$ cat src/rtl/uart_tx_periph_pkg.sv
// Shared definitions for the memory-mapped UART transmitter.
// Contents: register offsets inside the 4-byte window, STATUS bit positions
// and the serialiser state encoding.
package uart_pkg;

  // Register offsets (bus_addr[1:0])
  localparam logic [1:0] OFS_TXDATA = 2'd0;
  localparam logic [1:0] OFS_STATUS = 2'd2;

  // STATUS register bit positions
  localparam int BUSY  = 0;
  localparam int FULL  = 1;
  localparam int EMPTY = 2;
  localparam int OVF   = 3;

  // Serialiser states, 2-bit encoding
  typedef enum logic [1:0] {
    IDLE  = 2'd0,
    START = 2'd1,
    DATA  = 2'd2,
    STOP  = 2'd3
  } state_e;

endpackage

$ cat src/rtl/uart_tx_periph_if.sv
// 8-bit CPU bus seen by the UART transmitter.
// master: CPU side, drives addr/wdata/we/valid, receives rdata/ready.
// slave : peripheral side.
interface uart_tx_periph_if;
  logic [7:0] addr;
  logic [7:0] wdata;
  logic       we;
  logic       valid;
  logic [7:0] rdata;
  logic       ready;

  modport master (output addr, output wdata, output we, output valid,
                  input  rdata, input  ready);
  modport slave  (input  addr, input  wdata, input  we, input  valid,
                  output rdata, output ready);
endinterface

$ cat src/rtl/uart_tx_periph_sync_fifo.sv
// Synchronous FIFO holding bytes waiting to be serialised.
// Ports: clk, rst_n (async active-low), push/wdata, pop/rdata (head, shown
// combinationally), full, empty. A push while full is taken only when a pop
// happens on the same edge; a pop while empty is ignored.
module sync_fifo #(
  parameter int DEPTH = 4,
  parameter int WIDTH = 8
) (
  input  logic             clk,
  input  logic             rst_n,
  input  logic             push,
  input  logic [WIDTH-1:0] wdata,
  input  logic             pop,
  output logic [WIDTH-1:0] rdata,
  output logic             full,
  output logic             empty
);

  localparam int AW = $clog2(DEPTH);

  logic [WIDTH-1:0] mem_r [DEPTH];
  logic [AW-1:0]    wr_ptr_r;
  logic [AW-1:0]    rd_ptr_r;
  logic [AW:0]      count_r;
  logic             wr_en_s;
  logic             rd_en_s;

  assign full    = (count_r == (AW+1)'(DEPTH));
  assign empty   = (count_r == '0);
  assign rdata   = mem_r[rd_ptr_r];
  assign rd_en_s = pop && !empty;
  // Full plus a simultaneous pop frees the head slot on this same edge.
  assign wr_en_s = push && (!full || rd_en_s);

  // Storage write; contents need no reset since count gates visibility.
  always_ff @(posedge clk) begin
    if (wr_en_s) begin
      mem_r[wr_ptr_r] <= wdata;
    end
  end

  // Pointer and occupancy bookkeeping; pointers wrap modulo DEPTH.
  always_ff @(posedge clk or negedge rst_n) begin
    if (!rst_n) begin
      wr_ptr_r <= '0;
      rd_ptr_r <= '0;
      count_r  <= '0;
    end else begin
      if (wr_en_s) wr_ptr_r <= wr_ptr_r + AW'(1);
      if (rd_en_s) rd_ptr_r <= rd_ptr_r + AW'(1);
      case ({wr_en_s, rd_en_s})
        2'b10:   count_r <= count_r + (AW+1)'(1);
        2'b01:   count_r <= count_r - (AW+1)'(1);
        default: count_r <= count_r;
      endcase
    end
  end

endmodule

$ cat src/rtl/uart_tx_periph.sv
// Memory-mapped 8N1 UART transmitter slave.
// Ports: clk, rst_n (async active-low), bus (slave modport: addr, wdata, we,
// valid in; registered rdata, ready out), tx (serial line, idles high),
// tx_busy (registered, high while a frame is on the line).
// Window at BASE_ADDR: +0 TXDATA (write pushes FIFO), +2 STATUS
// {4'b0, overflow, empty, full, busy}; writing 1 to bit3 clears overflow.
module uart_tx_periph
  import uart_pkg::*;
#(
  parameter logic [7:0] BASE_ADDR  = 8'h80,
  parameter int         CLK_DIV    = 16,
  parameter int         FIFO_DEPTH = 4
) (
  input  logic             clk,
  input  logic             rst_n,
  uart_tx_periph_if.slave  bus,
  output logic             tx,
  output logic             tx_busy
);

  localparam int            TW       = $clog2(CLK_DIV);
  localparam logic [TW-1:0] BIT_LOAD = TW'(CLK_DIV - 1);

  logic       hit_s, push_s, pop_s, ovf_clr_s, ovf_set_s;
  logic [1:0] ofs_s;
  logic [7:0] head_s, status_s, rd_val_s;
  logic       full_s, empty_s;

  logic [7:0] rdata_r;
  logic       ready_r, ovf_r;

  state_e        state_r, state_nx;
  logic [TW-1:0] timer_r, timer_nx;
  logic [7:0]    shift_r, shift_nx;
  logic [2:0]    idx_r, idx_nx;
  logic          tx_r, tx_nx, busy_r;
  logic          tick_s;

  assign hit_s     = bus.valid && (bus.addr[7:2] == BASE_ADDR[7:2]);
  assign ofs_s     = bus.addr[1:0];
  assign push_s    = hit_s && bus.we && (ofs_s == OFS_TXDATA);
  assign ovf_clr_s = hit_s && bus.we && (ofs_s == OFS_STATUS) && bus.wdata[OVF];
  // A pop on the same edge makes room, so a full FIFO only drops without one.
  assign ovf_set_s = push_s && full_s && !pop_s;
  assign status_s  = {4'b0000, ovf_r, empty_s, full_s, busy_r};

  sync_fifo #(.DEPTH(FIFO_DEPTH), .WIDTH(8)) u_fifo (
    .clk   (clk),
    .rst_n (rst_n),
    .push  (push_s),
    .wdata (bus.wdata),
    .pop   (pop_s),
    .rdata (head_s),
    .full  (full_s),
    .empty (empty_s)
  );

  // Read mux; only STATUS returns non-zero data.
  always_comb begin
    rd_val_s = 8'h00;
    case (ofs_s)
      OFS_STATUS: rd_val_s = status_s;
      default:    rd_val_s = 8'h00;
    endcase
  end

  // Bus response registers and the sticky overflow flag (set beats clear).
  always_ff @(posedge clk or negedge rst_n) begin
    if (!rst_n) begin
      rdata_r <= 8'h00;
      ready_r <= 1'b0;
      ovf_r   <= 1'b0;
    end else begin
      ready_r <= hit_s;
      if (hit_s) rdata_r <= bus.we ? 8'h00 : rd_val_s;
      if (ovf_set_s)      ovf_r <= 1'b1;
      else if (ovf_clr_s) ovf_r <= 1'b0;
    end
  end

  assign bus.rdata = rdata_r;
  assign bus.ready = ready_r;

  assign tick_s = (timer_r == '0);

  // Serialiser next state: each tx level is loaded with BIT_LOAD and held
  // until the timer reaches zero, giving CLK_DIV cycles per level.
  always_comb begin
    state_nx = state_r;
    timer_nx = tick_s ? timer_r : timer_r - TW'(1);
    shift_nx = shift_r;
    idx_nx   = idx_r;
    tx_nx    = tx_r;
    pop_s    = 1'b0;
    case (state_r)
      IDLE: begin
        if (!empty_s) begin
          pop_s    = 1'b1;
          shift_nx = head_s;
          tx_nx    = 1'b0;
          timer_nx = BIT_LOAD;
          state_nx = START;
        end else begin
          tx_nx = 1'b1;
        end
      end
      START: begin
        if (tick_s) begin
          idx_nx   = 3'd0;
          tx_nx    = shift_r[0];
          timer_nx = BIT_LOAD;
          state_nx = DATA;
        end else begin
          tx_nx = 1'b0;
        end
      end
      DATA: begin
        if (tick_s) begin
          timer_nx = BIT_LOAD;
          if (idx_r == 3'd7) begin
            tx_nx    = 1'b1;
            state_nx = STOP;
          end else begin
            shift_nx = {1'b0, shift_r[7:1]};
            idx_nx   = idx_r + 3'd1;
            tx_nx    = shift_r[1];
          end
        end else begin
          tx_nx = shift_r[0];
        end
      end
      STOP: begin
        if (tick_s && !empty_s) begin
          // Chain the next frame with no idle gap.
          pop_s    = 1'b1;
          shift_nx = head_s;
          tx_nx    = 1'b0;
          timer_nx = BIT_LOAD;
          state_nx = START;
        end else if (tick_s) begin
          tx_nx    = 1'b1;
          state_nx = IDLE;
        end else begin
          tx_nx = 1'b1;
        end
      end
      default: begin
        tx_nx    = 1'b1;
        state_nx = IDLE;
      end
    endcase
  end

  // Serialiser registers; reset aborts any frame and forces the line high.
  always_ff @(posedge clk or negedge rst_n) begin
    if (!rst_n) begin
      state_r <= IDLE;
      timer_r <= '0;
      shift_r <= 8'h00;
      idx_r   <= 3'd0;
      tx_r    <= 1'b1;
      busy_r  <= 1'b0;
    end else begin
      state_r <= state_nx;
      timer_r <= timer_nx;
      shift_r <= shift_nx;
      idx_r   <= idx_nx;
      tx_r    <= tx_nx;
      busy_r  <= (state_nx != IDLE);
    end
  end

  assign tx      = tx_r;
  assign tx_busy = busy_r;

endmodule
$ cat src/flat_wrapper.sv
// flat-port wrapper written by rule: the top's interface ports become plain ports
module uart_tx_periph_flat import uart_pkg::*;
#(
  parameter logic [7:0] BASE_ADDR  = 8'h80,
  parameter int         CLK_DIV    = 16,
  parameter int         FIFO_DEPTH = 4
)
  (clk, rst_n, tx, tx_busy, bus_addr, bus_wdata, bus_we, bus_valid, bus_rdata, bus_ready);
  uart_tx_periph_if bus_i ();
  input  logic clk;
  input  logic rst_n;
  output logic tx;
  output logic tx_busy;
  input wire logic [$bits(bus_i.addr)-1:0] bus_addr;
  input wire logic [$bits(bus_i.wdata)-1:0] bus_wdata;
  input wire logic [$bits(bus_i.we)-1:0] bus_we;
  input wire logic [$bits(bus_i.valid)-1:0] bus_valid;
  output wire logic [$bits(bus_i.rdata)-1:0] bus_rdata;
  output wire logic [$bits(bus_i.ready)-1:0] bus_ready;
  assign bus_i.addr = bus_addr;
  assign bus_i.wdata = bus_wdata;
  assign bus_i.we = bus_we;
  assign bus_i.valid = bus_valid;
  assign bus_rdata = bus_i.rdata;
  assign bus_ready = bus_i.ready;
  uart_tx_periph #(.BASE_ADDR(BASE_ADDR), .CLK_DIV(CLK_DIV), .FIFO_DEPTH(FIFO_DEPTH)) u_core (.clk(clk), .rst_n(rst_n), .bus(bus_i), .tx(tx), .tx_busy(tx_busy));
endmodule
$ cat config.mk
export PLATFORM = sky130hd
export DESIGN_NAME = uart_tx_periph_flat
export DESIGN_NICKNAME = d
export VERILOG_FILES = /design/src/rtl/uart_tx_periph_pkg.sv /design/src/rtl/uart_tx_periph_if.sv /design/src/rtl/uart_tx_periph_sync_fifo.sv /design/src/rtl/uart_tx_periph.sv /design/src/flat_wrapper.sv
export SDC_FILE = /design/constraint.sdc
export NUM_CORES = 1
export LEC_CHECK = 0
export ABC_CLOCK_PERIOD_IN_PS = 4900
export CORE_MARGIN = 1.5
export CORE_UTILIZATION = 63
export CTS_BUF_LIST = sky130_fd_sc_hd__clkbuf_2
export DETAILED_ROUTE_END_ITERATION = 8
export PLACE_DENSITY = 0.87
export SLEW_MARGIN = 20
export SYNTH_ARGS = -nofsm -noshare
export SYNTH_HDL_FRONTEND = slang
export SYNTH_SLANG_ARGS = --single-unit
$ cat constraint.sdc
create_clock -name clk -period 4.9 [get_ports clk]
set_input_delay 0.98 -clock clk [delete_from_list [all_inputs] [get_ports clk]]
set_output_delay 0.98 -clock clk [all_outputs]
set_load 0.01 [all_outputs]
Word level (Yosys, flattened, before mapping)
Memories as Yosys holds them, arrays and structs flattened.
Index checks and enable logic that the tools add are counted.
Widths: inputs -> output; s select.
{"block": "word_totals", "register_bits": 36, "mem_bits_rw": 32, "memories": 1}
{"name": "u_core.u_fifo.mem_r", "depth": 4, "word_bits": 8, "rd": 1, "rd_ports_with_merged_regs": 0, "write_ports": 1, "line": "uart_tx_periph_sync_fifo.sv:21", "source": "logic [WIDTH-1:0] mem_r [DEPTH];"}
{"block": "op_classes", "n_addsub": 6, "eq_ne": 14, "muxes": 37, "n_reduce_logical": 26}
{"operator": "$mux 8", "n": 5}
{"operator": "$pmux 8 s3", "n": 1}
{"operator": "$mux 4", "n": 5}
{"operator": "$mux 2", "n": 6}
{"operator": "$pmux 3 s2", "n": 2}
{"operator": "$pmux 4 s3", "n": 1}
{"operator": "$mux 1", "n": 11}
{"operator": "$logic_and 1x1->1", "n": 10}
{"operator": "$mux 3", "n": 3}
{"operator": "$eq 2x2->1 const B", "n": 4}
{"operator": "$pmux 2 s4", "n": 1}
{"operator": "$reduce_bool 2->1", "n": 4}
{"operator": "$add 3x1->3 const B", "n": 2}
{"operator": "$eq 3x3->1 const B", "n": 2}
{"operator": "$eq 6x6->1 const B", "n": 1}
{"operator": "$ne 2x1->1 const B", "n": 3}
{"operator": "$reduce_and 5->1", "n": 1}
{"operator": "$add 2x1->2 const B", "n": 2}
{"operator": "$eq 2x1->1 const B", "n": 2}
{"operator": "$logic_not 2->1", "n": 2}
{"operator": "$logic_not 4->1", "n": 1}
{"operator": "$ne 2x2->1 const B", "n": 2}
{"operator": "$pmux 1 s4", "n": 1}
{"operator": "$reduce_and 4->1", "n": 1}
{"operator": "8 further kinds", "n": 10}

Longest topological paths before layout
{"block": "logic_depth", "depth_word": 10, "mapped_depth": 13}

Cells and area by module
A second synthesis with hierarchy kept.
{"block": "unflattened", "cells_unflattened": 253, "hier_area_um2": 3156.8}
{"module": "sync_fifo", "instances": 1, "cells_each": 80, "area_per_inst_um2": 1587.8, "seq_area_each_um2": 1136.1}
{"module": "uart_tx_periph", "instances": 1, "cells_each": 173, "area_per_inst_um2": 1569.0, "seq_area_each_um2": 626.9}

Least setup slack after synthesis
No wires, ideal clock.
{"block": "synth_path", "path_kind": "input to register", "from": "input port bus_addr[4]", "to": "register u_core.u_fifo.count_r[2]", "setup_time_ps": 125, "arrival_ps": 2639, "slack_ps": 2136, "path_stages": 10, "cell_sequence": "nor4bb_1 and4b_1 nor3b_4 inv_2 ha_1 inv_1 fa_1 xor2_1 nor2_1 xor2_1"}
{"block": "synth_between", "elab_chain_cells": 7, "elab_cells_between_ends": 9, "cone_classes": "eq/ne: 3; mux: 1; reduce/logical: 5"}
{"item": "start: declaration", "line": "flat_wrapper.sv:14", "source": "input wire logic [$bits(bus_i.addr)-1:0] bus_addr;"}
{"item": "$eq 6x6->1 (*)", "line": "uart_tx_periph.sv:39", "source": "assign hit_s = bus.valid && (bus.addr[7:2] == BASE_ADDR[7:2]);"}
{"item": "$logic_and 1x1->1 (*)", "line": "uart_tx_periph.sv:39"}
{"item": "$logic_and 1x1->1 (*) (2 in series)", "line": "uart_tx_periph.sv:41", "source": "assign push_s = hit_s && bus.we && (ofs_s == OFS_TXDATA);"}
{"item": "$logic_and 1x1->1 (*)", "line": "uart_tx_periph_sync_fifo.sv:33", "source": "assign wr_en_s = push && (!full || rd_en_s);"}
{"item": "$eq 2x1->1 / $eq 2x2->1 (equally long branches)", "line": "uart_tx_periph_sync_fifo.sv:51", "source": "case ({wr_en_s, rd_en_s})"}
{"item": "$pmux 3 s2 / $reduce_bool 2->1 (equally long branches)"}
{"item": "end signal: assignment", "line": "uart_tx_periph_sync_fifo.sv:52", "source": "2'b10: count_r <= count_r + (AW+1)'(1);"}
{"item": "end signal: assignment", "line": "uart_tx_periph_sync_fifo.sv:53", "source": "2'b01: count_r <= count_r - (AW+1)'(1);"}
{"item": "end signal: assignment", "line": "uart_tx_periph_sync_fifo.sv:54", "source": "default: count_r <= count_r;"}
{"item": "end: declaration", "line": "uart_tx_periph_sync_fifo.sv:24", "source": "logic [AW:0] count_r;"}
Mark *: on every way between the ends. The rest lies on a longest branch, timed or not.
A chain may end at the register's enable or synchronous reset.

Final worst setup path
{"block": "layout_path", "from": "register u_core.timer_r[0]", "to": "register u_core.u_fifo.count_r[2]"}
{"block": "layout_between", "elab_chain_cells": 9, "elab_cells_between_ends": 11, "cone_classes": "eq/ne: 2; mux: 3; reduce/logical: 6"}
{"item": "start: declaration", "line": "uart_tx_periph.sv:33", "source": "logic [TW-1:0] timer_r, timer_nx;"}
{"item": "start signal: assignment", "line": "uart_tx_periph.sv:165", "source": "timer_r <= timer_nx;"}
{"item": "$logic_not 4->1 (*)", "line": "uart_tx_periph.sv:84", "source": "assign tick_s = (timer_r == '0);"}
{"item": "$logic_and 1x1->1 (*)", "line": "uart_tx_periph.sv:133", "source": "if (tick_s && !empty_s) begin"}
{"item": "$mux 1 (*)", "line": "uart_tx_periph.sv:133"}
{"item": "$pmux 1 s2 (*)", "line": "uart_tx_periph.sv:95", "source": "case (state_r)"}
{"item": "$logic_and 1x1->1 (*)", "line": "uart_tx_periph_sync_fifo.sv:31", "source": "assign rd_en_s = pop && !empty;"}
{"item": "$logic_or 1x1->1", "line": "uart_tx_periph_sync_fifo.sv:33"}
{"item": "$logic_and 1x1->1", "line": "uart_tx_periph_sync_fifo.sv:33"}
{"item": "$eq 2x1->1 / $eq 2x2->1 (equally long branches)", "line": "uart_tx_periph_sync_fifo.sv:51"}
{"item": "$pmux 3 s2 / $reduce_bool 2->1 (equally long branches)"}
Marks and branches as above.

==> run_results.csv <==
group,metric,value,unit
placement,portBuffers,26,
clock_tree,numCtsBuffers,9,
clock_tree,cts_tree,"built",
clock_tree,clock-sinks,64,
power,total_power,1.86,mW
detailed_routing,drc_errors,0,
clock_tree,clockBufferDepth,2,
clock_tree,clkSlewWorstSetupHoldPaths,190,ps
setup_path,criticalPathCategory,"reg2reg",
synth,syn_area_per_cell,13.9,sq um
placement,placed_cell_area,3370,sq um
detailed_routing,detail_route.wl_per_cell,15.9,um
layout,fin_nets,286,
worst_hold_path,hp-class,"reg2reg",
clock_tree,post_cts_buffers,0,
setup_path,worstPathArrival,3360,ps
sta,worst_slack,1940,ps
setup_path,critPathSlowestCell,"dfrtp_1",
sta,setup_viol,0,
setup_path,slowest_delay,440,ps
detailed_routing,routed_wl,5.11,mm
global_route,grt_max_degree,33,
layout,drive_gt1_share,19.6,%
sta,finClkSkew,25.0,ps
synth,synth_area_leaders,"edfxtp_1, dfrtp_1, mux2_2",
layout,final_cells,322,
sta,fin_tns_setup,0,ps
power,p_leak,1.38,nW
synth,synth_edf_count,32,
clock_tree,cts_hold_buf,0,
sta,worst_pin_slew,564,ps
synth,ys_warn_count,0,
floorplan,pin_count,31,
synth,async_reset_ff_share,50.0,%
setup_path,cp.required,5300,ps
floorplan,die_w,72.8,um
clock_tree,insertion_delay,490,ps
global_route,grt_pass1_wl,8.75,mm
layout,final_core_util,73.8,%
floorplan,coreArea,4720,sq um
synth,synthCells,221,
sta,fmax,338,MHz
synth,synth_area,3070,sq um
placement,gp_congestion,0.849,
floorplan,die_h,72.8,um
power,ir_drop,317,uV
layout,diodes,0,
clock_tree,htreeDepth,3,
outcome,outcome,"finished clean",
setup_path,worstPathCellList,"inv_1, ha_1, nor3b_4, inv_2, o311a_4, nor3b_4, inv_2, ha_1, inv_1, fa_1, xor2_1, nor2_1, xor2_1",
global_route,antenna_found_initial,0,
detailed_routing,firstDrtPassIters,4,
layout,final_cell_mix,"edfxtp_1, dfrtp_1, clkdlybuf4s50_1",
detailed_routing,drt_iter0_markers,163,
clock_tree,cts-root-buf,"clkbuf_2",
sta,timing.final.crit_share,60.4,%
setup_path,cp_top_family,"simple AND/OR/NAND/NOR gates",
detailed_routing,num_vias,1806,
sta,rsz0062_at_grt,"no",
power,p_per_area,533,nW/um^2
sta,hold_slack,504,ps
setup_path,crit_fanout,13,
synth,synth_cell_types,50,
placement,dp_hpwl,3.59,mm
floorplan,rows,25,
synth,ys_ff_latch,64,
clock_tree,cts.repair.resized,0,
sta,hold_violations,0,
synth,synthFlopType,"edfxtp_1",
detailed_routing,viasPerCell,5.61,
synth,yosysTopAreaCell,"edfxtp_1",
sta,min_period,2960,ps
sta,slew_violations,0,
global_route,grt_overflow,0,
layout,final_cell_area,3490,sq um
detailed_routing,drtAntennaViolNets,0,
floorplan,die_area,5300,sq um
job,cap_violations,0,
floorplan,initial_utilization,65.0,%
global_route,first_global_vias,1820,
placement,preCtsSetupSlack,1500,ps
synth,seq_area_frac_synth,57.4,%
setup_path,critPathLaunchType,"flip-flop",
layout,fill_cells,313,
placement,dp_cells,306,
global_route,track_usage,22.9,%
layout,final_common_cell,"edfxtp_1",
synth,synth.top_cell.area_share,31.3,%
setup_path,endpoint_kind,"flip-flop",
layout,syn_to_final_growth,13.5,%
setup_path,path_buf_inv,4,
sta,slew-limit-headroom,62.2,%
==> flip-flops by register name (all words and copies together) (netlist names), 2 cells and up <==
signal and count:
u_core.timer_r 4, u_core.u_fifo.rd_ptr_r 2, u_core.u_fifo.wr_ptr_r 2, u_core.idx_r 3
u_core.bus.rdata 4, u_core.state_r 2, u_core.u_fifo.count_r 3, u_core.shift_r 8
u_core.u_fifo.mem_r 32
==> kinds of logic after synthesis <==
group,synth area share (%)
buffers and inverters,3.99
adders and majority gates,6.76
DFF,57.4
and+or+nand+nor,8.07
AOI/OAI and AO/OA,8.07
xor gates and xnor gates,2.00
muxes,13.6
other,0.122
==> worst register-to-register path, stage by stage (launching register included) <==
cell     delay (ps)
dfrtp_1         440
inv_1            90
ha_1            200
nor3b_4         380
inv_2           200
o311a_4         360
nor3b_4         330
inv_2            60
ha_1            220
inv_1            80
fa_1            180
xor2_1          140
nor2_1           60
xor2_1          150
==> synth_stat cells (2+ instances only) <==
master and instances:
mux4_2 8, inv_1 14, mux2_2 17, a21oi_1 7, nor2b_1 2, nor3b_1 2
dfrtp_1 31, buf_2 2, nand2_1 14, xor2_1 3, a32oi_1 2, edfxtp_1 32
buf_4 4, ha_1 15, xnor2_1 4, nor3_1 3, a311oi_1 2, o211a_1 2
inv_2 2, nor2_1 5, and2_1 4, o21ai_0 10, mux2i_1 3, a22o_1 2
clkbuf_1 5, nor3b_4 2
==> path summary, 6_finish.rpt <==
check	from	endpoint	slack, ps	cells after the start
max	u_core.timer_r[0]	u_core.u_fifo.count_r[2]	1940	13
min	u_core.bus.rdata[3]	u_core.bus.rdata[3]	500	2
max reg2reg	u_core.timer_r[0]	u_core.u_fifo.count_r[2]	1940	13
min reg2reg	u_core.bus.rdata[3]	u_core.bus.rdata[3]	500	2
max in group asynchronous	rst_n	u_core.tx	3710	2
min in group asynchronous	rst_n	u_core.shift_r[4]	860	2
==> metal layers <==
metal	vias up	routed length [um]	track usage (%)
li1	857	-	-
met1	897	2350	32.6
met2	45	2480	33.3
met3	7	217	8.29
met4	0	70	7.13
met5	-	0	0
==> power by group <==
group / leakage (nW) / internal (mW) / switching (mW) / total (mW)
Combinational: 0.624 / 0.400 / 0.368 / 0.768
Sequential: 0.681 / 0.668 / 0.110 / 0.777
Clock: 0.0720 / 0.118 / 0.195 / 0.313
Total: 1.38 / 1.19 / 0.673 / 1.86
==> area by class of cell <==
class / instances / area, sq um / area share [%]
Multi-Input combinational cell: 132 / 1200 / 34.3
Timing Repair Buffer: 27 / 268 / 7.68
Clock inverter: 7 / 70.1 / 2.01
Sequential cell: 64 / 1760 / 50.6
Inverter: 16 / 60.1 / 1.72
Clock buffer: 9 / 45.0 / 1.29
Tap cell: 67 / 83.8 / 2.40
(Power assumes the default switching activity.)
